$ cat config.mk
export PLATFORM = sky130hd
export DESIGN_NAME = decode_stage_pipelined
export DESIGN_NICKNAME = d
export VERILOG_FILES = /design/src/rtl/decode_stage_pipelined.sv
export SDC_FILE = /design/constraint.sdc
export NUM_CORES = 2
export LEC_CHECK = 0
export CAP_MARGIN = 40
export CORE_UTILIZATION = 65
export DETAILED_ROUTE_END_ITERATION = 8
export PLACE_DENSITY = 0.85
export SKIP_LAST_GASP = 1
export SLEW_MARGIN = 20
export SYNTH_ARGS = -nofsm -noshare
export SYNTH_HDL_FRONTEND = slang
export SYNTH_SLANG_ARGS = --single-unit
$ cat constraint.sdc
create_clock -name clk -period 5.22 [get_ports clk]
set_clock_uncertainty 0.1 [all_clocks]
set_input_delay 0.783 -clock clk [delete_from_list [all_inputs] [get_ports clk]]
set_output_delay 0.783 -clock clk [all_outputs]
set_load 0.02 [all_outputs]
$ cat src/rtl/decode_stage_pipelined.sv
// ID stage and ID/EX pipeline register for the five-stage RV32I core.
// Decodes immediates and control, reads the register file (with WB bypass),
// detects load-use hazards and applies EX flushes.
module decode_stage_pipelined #(
  parameter  int XLEN      = 32,
  parameter  int NREGS     = 32,
  parameter  int HAZARD_EN = 1,
  localparam int RW        = $clog2(NREGS)
) (
  input  logic            clk,
  input  logic            reset,
  input  logic            if_valid,
  input  logic [XLEN-1:0] if_pc,
  input  logic [31:0]     if_instr,
  input  logic            wb_en,
  input  logic [RW-1:0]   wb_rd,
  input  logic [XLEN-1:0] wb_data,
  input  logic            ex_flush,
  output logic            id_stall,
  output logic            idex_valid,
  output logic [XLEN-1:0] idex_pc,
  output logic [RW-1:0]   idex_rs1,
  output logic [RW-1:0]   idex_rs2,
  output logic [RW-1:0]   idex_rd,
  output logic [XLEN-1:0] idex_imm,
  output logic [XLEN-1:0] idex_rdata1,
  output logic [XLEN-1:0] idex_rdata2,
  output logic            idex_reg_write,
  output logic            idex_mem_read,
  output logic            idex_mem_write,
  output logic            idex_branch,
  output logic            idex_jal,
  output logic            idex_jalr,
  output logic            idex_alu_src_a,
  output logic            idex_alu_src_b,
  output logic [4:0]      idex_alu_op,
  output logic [2:0]      idex_mem_size,
  output logic            idex_illegal
);

  typedef enum logic [6:0] {
    OP_LOAD   = 7'h03,
    OP_IMM    = 7'h13,
    OP_AUIPC  = 7'h17,
    OP_STORE  = 7'h23,
    OP_R      = 7'h33,
    OP_LUI    = 7'h37,
    OP_BRANCH = 7'h63,
    OP_JALR   = 7'h67,
    OP_JAL    = 7'h6F
  } opcode_e;

  typedef enum logic [4:0] {
    ALU_ADD, ALU_SUB, ALU_SLL, ALU_SLT, ALU_SLTU, ALU_XOR, ALU_SRL, ALU_SRA,
    ALU_OR, ALU_AND, ALU_PASSB, ALU_BEQ, ALU_BNE, ALU_BLT, ALU_BGE, ALU_BLTU,
    ALU_BGEU
  } alu_op_e;

  typedef struct packed {
    logic    reg_write;
    logic    mem_read;
    logic    mem_write;
    logic    branch;
    logic    jal;
    logic    jalr;
    logic    src_a;
    logic    src_b;
    logic    illegal;
    alu_op_e alu_op;
    logic [2:0] mem_size;
  } ctrl_t;

  function automatic alu_op_e alu_fn(input logic [2:0] f3, input logic f7b5,
                                     input logic is_r);
    case (f3)
      3'd0:    return (is_r && f7b5) ? ALU_SUB : ALU_ADD;
      3'd1:    return ALU_SLL;
      3'd2:    return ALU_SLT;
      3'd3:    return ALU_SLTU;
      3'd4:    return ALU_XOR;
      3'd5:    return f7b5 ? ALU_SRA : ALU_SRL;
      3'd6:    return ALU_OR;
      default: return ALU_AND;
    endcase
  endfunction

  function automatic alu_op_e br_fn(input logic [2:0] f3);
    case (f3)
      3'd0:    return ALU_BEQ;
      3'd1:    return ALU_BNE;
      3'd4:    return ALU_BLT;
      3'd5:    return ALU_BGE;
      3'd6:    return ALU_BLTU;
      default: return ALU_BGEU;
    endcase
  endfunction

  logic [6:0]      opcode;
  logic [2:0]      f3;
  logic [RW-1:0]   rs1, rs2, rd;
  logic [31:0]     imm32;
  logic [XLEN-1:0] imm;
  ctrl_t           dec;
  logic            rs1_used, rs2_used;
  logic [XLEN-1:0] rdata1, rdata2;
  logic [XLEN-1:0] regs [NREGS];
  ctrl_t           idex_ctrl;
  logic            bubble;

  assign opcode = if_instr[6:0];
  assign f3     = if_instr[14:12];
  assign rs1    = if_instr[15 +: RW];
  assign rs2    = if_instr[20 +: RW];
  assign rd     = if_instr[7 +: RW];
  assign imm    = XLEN'(signed'(imm32));

  // Instruction decode: immediate, control, ALU op and operand usage
  always_comb begin
    dec      = '0;
    imm32    = '0;
    rs1_used = 1'b1;
    rs2_used = 1'b0;
    case (opcode)
      OP_R: begin
        dec.reg_write = 1'b1;
        dec.alu_op    = alu_fn(f3, if_instr[30], 1'b1);
        rs2_used      = 1'b1;
      end
      OP_IMM: begin
        dec.reg_write = 1'b1;
        dec.src_b     = 1'b1;
        dec.alu_op    = alu_fn(f3, if_instr[30], 1'b0);
        imm32         = {{20{if_instr[31]}}, if_instr[31:20]};
      end
      OP_LOAD: begin
        dec.reg_write = 1'b1;
        dec.mem_read  = 1'b1;
        dec.src_b     = 1'b1;
        dec.mem_size  = f3;
        imm32         = {{20{if_instr[31]}}, if_instr[31:20]};
      end
      OP_STORE: begin
        dec.mem_write = 1'b1;
        dec.src_b     = 1'b1;
        dec.mem_size  = f3;
        rs2_used      = 1'b1;
        imm32         = {{20{if_instr[31]}}, if_instr[31:25], if_instr[11:7]};
      end
      OP_BRANCH: begin
        rs2_used = 1'b1;
        imm32    = {{19{if_instr[31]}}, if_instr[31], if_instr[7],
                    if_instr[30:25], if_instr[11:8], 1'b0};
        if (f3 == 3'd2 || f3 == 3'd3) begin
          dec.illegal = 1'b1;
        end else begin
          dec.branch = 1'b1;
          dec.alu_op = br_fn(f3);
        end
      end
      OP_LUI: begin
        dec.reg_write = 1'b1;
        dec.src_b     = 1'b1;
        dec.alu_op    = ALU_PASSB;
        rs1_used      = 1'b0;
        imm32         = {if_instr[31:12], 12'b0};
      end
      OP_AUIPC: begin
        dec.reg_write = 1'b1;
        dec.src_a     = 1'b1;
        dec.src_b     = 1'b1;
        rs1_used      = 1'b0;
        imm32         = {if_instr[31:12], 12'b0};
      end
      OP_JAL: begin
        dec.jal       = 1'b1;
        dec.reg_write = 1'b1;
        dec.src_a     = 1'b1;
        dec.src_b     = 1'b1;
        rs1_used      = 1'b0;
        imm32         = {{11{if_instr[31]}}, if_instr[31], if_instr[19:12],
                         if_instr[20], if_instr[30:21], 1'b0};
      end
      OP_JALR: begin
        dec.jalr      = 1'b1;
        dec.reg_write = 1'b1;
        dec.src_b     = 1'b1;
        imm32         = {{20{if_instr[31]}}, if_instr[31:20]};
      end
      default: dec.illegal = 1'b1;
    endcase
  end

  // Register file reads with same-cycle writeback bypass; x0 reads as zero
  always_comb begin
    rdata1 = '0;
    rdata2 = '0;
    if (rs1 != '0) rdata1 = (wb_en && wb_rd == rs1) ? wb_data : regs[rs1];
    if (rs2 != '0) rdata2 = (wb_en && wb_rd == rs2) ? wb_data : regs[rs2];
  end

  // Register file write port; x0 is never written
  always_ff @(posedge clk or negedge reset) begin
    if (!reset) begin
      for (int unsigned i = 0; i < NREGS; i++) regs[i] <= '0;
    end else if (wb_en && wb_rd != '0) begin
      regs[wb_rd] <= wb_data;
    end
  end

  // Load-use hazard: the load in ID/EX writes a register this instruction reads
  always_comb begin
    id_stall = 1'b0;
    if (HAZARD_EN != 0) begin
      id_stall = if_valid && idex_valid && idex_ctrl.mem_read && idex_rd != '0 &&
                 ((idex_rd == rs1 && rs1_used) || (idex_rd == rs2 && rs2_used));
    end
  end

  // Flush and stall both insert a bubble; data fields load regardless
  assign bubble = ex_flush || id_stall || !if_valid;

  // ID/EX pipeline register
  always_ff @(posedge clk or negedge reset) begin
    if (!reset) begin
      idex_valid  <= 1'b0;
      idex_ctrl   <= '0;
      idex_pc     <= '0;
      idex_rs1    <= '0;
      idex_rs2    <= '0;
      idex_rd     <= '0;
      idex_imm    <= '0;
      idex_rdata1 <= '0;
      idex_rdata2 <= '0;
    end else begin
      idex_valid  <= !bubble;
      idex_ctrl   <= bubble ? ctrl_t'('0) : dec;
      idex_pc     <= if_pc;
      idex_rs1    <= rs1;
      idex_rs2    <= rs2;
      idex_rd     <= rd;
      idex_imm    <= imm;
      idex_rdata1 <= rdata1;
      idex_rdata2 <= rdata2;
    end
  end

  assign idex_reg_write = idex_ctrl.reg_write;
  assign idex_mem_read  = idex_ctrl.mem_read;
  assign idex_mem_write = idex_ctrl.mem_write;
  assign idex_branch    = idex_ctrl.branch;
  assign idex_jal       = idex_ctrl.jal;
  assign idex_jalr      = idex_ctrl.jalr;
  assign idex_alu_src_a = idex_ctrl.src_a;
  assign idex_alu_src_b = idex_ctrl.src_b;
  assign idex_illegal   = idex_ctrl.illegal;
  assign idex_alu_op    = idex_ctrl.alu_op;
  assign idex_mem_size  = idex_ctrl.mem_size;

endmodule

### Word level (Yosys, flattened, before mapping)

Index checks and enable logic that the tools add are counted.

| cells by class | value |
|---|---|
| order comparisons | 4 |
| equality and inequality tests | 19 |
| multiplexer cells | 36 |
| bitwise logic cells | 3 |
| reductions and logical operators | 30 |

Operators by type and width:

| operator | number |
|---|---|
| $bwmux 1024 | 1 |
| $bmux 32 s5 | 2 |
| $mux 32 | 9 |
| $demux 32 s5 | 1 |
| $pmux 32 s5 | 1 |
| $pmux 4 s7 | 2 |
| $pmux 5 s5 | 1 |
| $eq 7x6->1 const B | 3 |
| $eq 7x7->1 const B | 3 |
| $eq 5x5->1 | 4 |
| $pmux 5 s4 | 1 |
| $reduce_bool 5->1 | 4 |
| $ge 6x6->1 const B | 3 |
| $not 5->6 | 3 |
| $mux 17 | 1 |
| $eq 7x5->1 const B | 2 |
| $mux 1 | 14 |
| $reduce_or 7->1 | 2 |
| $logic_and 1x1->1 | 10 |
| $eq 3x3->1 const B | 3 |
| $reduce_or 3->1 | 3 |
| $reduce_or 8->1 | 1 |
| $eq 7x2->1 const B | 1 |
| $eq 3x2->1 const B | 2 |
| 9 further kinds | 15 |

| storage, ports and cells | value |
|---|---|
| flip-flop bits (word level) | 1185 |
| logic and storage cells | 143 |

### Longest topological paths before layout

| logic depth | value |
|---|---|
| depth in word-level cells | 9 |
| mapped depth | 9 |
| depth with buffers taken out | 5 |

### Least setup slack after synthesis

OpenSTA, ideal clock, no wires.

| timing | value |
|---|---|
| kind | in2out |
| start | input port if_instr[6] |
| end | output port id_stall |
| arrival time | 2.207 ns |
| required time | 4.337 ns |
| setup slack | 2.130 ns |
| cell stages on the path | 6 |
| buffers on the path | 2 |
| path through | buf_2 -> nand4b_1 -> a21oi_4 -> or4_1 -> a21oi_4 -> buf_4 |

| between the ends | value |
|---|---|
| longest elaborated chain between the ends | 6 |
| elaborated cells on any way between the ends | 14 |
| those cells by class | 6 x eq/ne; 2 x mux; 6 x reduce/logical |

RTL lines:

| what | RTL line | text |
|---|---|---|
| from (decl) | 14 | `input logic [31:0] if_instr,` |
| $eq 7x7->1 (tied with other cells) | 123 | `case (opcode)` |
| $reduce_or 3->1 (no line) | n/a |  |
| $mux 1 | 123 |  |
| $logic_and 1x1->1 | 215 | `((idex_rd == rs1 && rs1_used) \|\| (idex_rd == rs2 && rs2_used));` |
| $logic_or 1x1->1 * | 215 |  |
| $logic_and 1x1->1 * | 214 | `id_stall = if_valid && idex_valid && idex_ctrl.mem_read && idex_rd != '0 &&` |
| to (decl) | 19 | `output logic id_stall,` |

Mark *: on every way between the ends. The rest lies on a longest branch, timed or not.

### Final worst setup path

| timing | value |
|---|---|
| start | input port if_instr[5] |
| end | output port id_stall |

The elaborated chain is that of the path after synthesis.

==> qor.csv <==
stage,metric,value,unit
route,wl_per_cell,34.2,µm
worst_hold_path,hold_class,input pin to asynchronous set/reset pin,
logic_synthesis,post-synth-top-count-cell,dfrtp_1,
worst_setup_path,path_class,input pin to output port,
logic_synthesis,async_flop_share,1.00,
outcome,outcome,finished with violations,
sta,finalCritPeriodShare,0.849,
final_layout,design_area,0.0681,mm²
power,p_int,19.0,mW
worst_setup_path,required,4.34,ns
floorplan,core-area,0.0904,mm²
placed_design,hpwl,106,mm
worst_setup_path,cpPeakStageDelay,0.70,ns
worst_setup_path,worst_path_most_repeated_cell,clkdlybuf4s50_1,
floorplan,die_area,0.0929,mm²
clocking,clkSinkCount,1185,
clocking,clk_path_buf_depth,3,
clocking,cts_made_buffers,121,
route,postRouteAntennaNets,0,
floorplan,fp.dieW,305,µm
sta,final-hold-violation-count,12,
route,vias,41100,
logic_synthesis,yosys-top-cells-area,"dfrtp_1 (50%), mux2_2 (19%), mux4_2 (15%), mux2i_1 (4.4%), clkbuf_1 (1.4%)",
worst_setup_path,slowest_stage,clkdlybuf4s50_1,
global_routing,grt_first_pass_wirelength,278,mm
route,drtIter0Drc,5710,
clocking,cts-root-buf,clkbuf_16,
logic_synthesis,synth_ff_type,dfrtp_1,
worst_setup_path,worst-r2r-setup-slack,3.05,ns
clocking,clk_latency,0.74,ns
clocking,cts_tree,yes,
power,p_clk_frac,0.348,
route,drt-total-wl,186,mm
placed_design,post_dp_cell_area,0.0638,mm²
worst_setup_path,r2r-start,idex_rd[1],
global_routing,grt_overflow,0,
route,vias_per_cell,7.56,
power,p_leak,29.7,nW
power,power.switching,7.16,mW
power,combPwrFrac,0.191,
logic_synthesis,synth_common_cells,"dfrtp_1 (1185), mux2_2 (985), mux4_2 (387), mux2i_1 (262), clkbuf_1 (223)",
sta,timing.fmax,226,MHz
global_routing,grt_usage,0.405,
run,drv_cap,0,
placed_design,globalplace.congestion,0.879,
logic_synthesis,syn_avg_cell_area,14.6,µm²
logic_synthesis,synthCells,4067,
final_layout,layout.nets,4265,
final_layout,area_growth,14.3,%
global_routing,grt_max_degree,146,
clocking,cts_setup_buffers,0,
worst_setup_path,worst_r2r_path_depth,5,
worst_setup_path,reg2reg_to,idex_mem_read,
logic_synthesis,syn_nets,4173,
worst_setup_path,cp_max_fo,19,
final_layout,drive_gt1_frac,0.424,
worst_setup_path,cp.arrival,3.55,ns
power,peakVddDrop,0.339,mV
power,p_per_area,384,mW/mm²
outcome,violations,hold timing,
logic_synthesis,synth_cell_type_count,67,
route,firstDrtPassIters,7,
floorplan,die_h,305,µm
logic_synthesis,yosys_warnings,0,
sta,max_slew_margin,0.291,
clocking,cts-htree-levels,3,
sta,whs,-0.0502,ns
sta,setup_viol,0,
worst_setup_path,crit_chain,"clkdlybuf4s50_1, nand2b_1, nor3_4, o2111ai_1, a21oi_4, buf_4, clkdlybuf4s50_1",
floorplan,start_util,0.659,
logic_synthesis,ys_ff_latch,1185,
sta,rsz0062_at_grt,false,
final_layout,fill_cells,5222,
logic_synthesis,ys_seq_area_frac,0.498,
global_routing,antenna_found_initial,7,
logic_synthesis,synth_edf_count,0,
clocking,ctsResizeCount,0,
power,seqPwrFrac,0.461,
worst_setup_path,cp-start-kind,input pin,
worst_setup_path,cp-end-kind,output port,
power,sw_frac_of_total,0.274,
clocking,cts_hold_buf,0,
route,drc,0,
logic_synthesis,yosys.area.top_type,dfrtp_1,
logic_synthesis,syn_area,0.0596,mm²
sta,tns,0,ns
sta,drv_slew,0,
placed_design,io_buffers,267,
logic_synthesis,synth_top_area_share,0.498,
clocking,clkTransAtPathRegs,0.06,ns
sta,worstMarginPinSlew,1.06,ns
sta,fin_crit,4.43,ns
global_routing,grt_pass1_vias,42800,
floorplan,io_pins,268,
floorplan,row_count,110,
[cell usage in the layout, fill, tap and decap left out, types with 11 or more instances in the layout]
cell type           n
buf_12             38
a21o_1             21
xnor2_1            12
buf_4              87
nor2_1             13
clkbuf_1           21
a32o_1             46
mux2i_1           262
o221ai_1           57
o22ai_1            61
a22oi_1           106
clkbuf_8           26
a22o_1             40
mux4_2            387
nor2_4             20
mux2_2            985
clkbuf_16         121
nand2_1            97
nand2_2            15
a211oi_1           67
a21oi_1            66
clkinv_2           24
bufinv_16          14
nor3_1             19
o211ai_1           12
buf_8              31
dfrtp_1          1185
nand3_1            11
clkdlybuf4s50_1   257
[cell type report]
class / instances / area (µm²) / share of cell area
flip-flops and latches: 1185 / 29700 / 0.435
multi-input cells: 2419 / 28000 / 0.412
repair buffers: 429 / 4770 / 0.0700
clock buffers: 168 / 3460 / 0.0509
well taps: 1176 / 1470 / 0.0216
clock inverters: 50 / 709 / 0.0104
inverters: 3 / 11.3 / 0.000165
diodes: 4 / 10.0 / 0.000147
[how the worst max path moves through the flow]
stage | startpoint | endpoint | depth (start not counted)
finish | if_instr[5] | id_stall | 7
CTS | if_instr[5] | id_stall | 7
global route | if_instr[5] | id_stall | 7
global placement | if_instr[5] | id_stall | 7
detailed placement | if_instr[5] | id_stall | 7
floorplan | if_instr[6] | id_stall | 6
[worst max-delay path, delay by kind of cell]
kind | cells | cell delay (ns)
buffers and inverters | 3 | 1.56
AND/OR/NAND/NOR | 2 | 0.74
AO/OA/AOI/OAI | 2 | 0.45
[flip-flops by register name (all words and copies together) (netlist names), 3 cells and up]
register	cells
idex_rs1	5
regs	1024
idex_imm	32
idex_rd	5
idex_alu_op	5
idex_rdata1	32
idex_pc	32
idex_rdata2	32
idex_mem_size	3
idex_rs2	5
[per-layer routing]
| metal | GRT usage | part of all wire | vias to the layer above |
|---|---|---|---|
| met1 | 0.533 | 0.35 | 21200 |
| met5 | 0 | 0.00018 | - |
| li1 | - | - | 15800 |
| met2 | 0.604 | 0.46 | 3170 |
| met3 | 0.118 | 0.12 | 881 |
| met4 | 0.239 | 0.068 | 6 |
[power by group through the flow]
stage,clock (mW),sequential [mW],combinational (mW)
floorplan,0,11.8,3.48
global placement,0,12.0,4.66
detailed placement,0,12.1,4.88
CTS,9.14,12.0,4.95
global route,9.51,12.2,5.28
finish,9.10,12.1,5.00
[stage by stage]
step / std cells / setup slack, ns / utilization / power (mW)
finish: 5434 / 0.786 / 0.753 / 26.2
global route: 5432 / 0.596 / 0.753 / 27.0
CTS: 5425 / 0.813 / 0.752 / 26.1
detailed placement: 5207 / 0.861 / 0.706 / 17.0
global placement: 5166 / 0.912 / 0.698 / 16.6
floorplan: 4067 / 2.13 / - / 15.3
[cell families after synthesis]
family / count (synthesis) / share of synthesized area
muxes: 1642 / 0.378
DFF: 1185 / 0.498
AOI/OAI and AO/OA: 509 / 0.0647
buffers and inverters: 463 / 0.0357
and+or+nand+nor: 246 / 0.0207
xor gates and xnor gates: 22 / 0.00323
(Power assumes the default switching activity.)
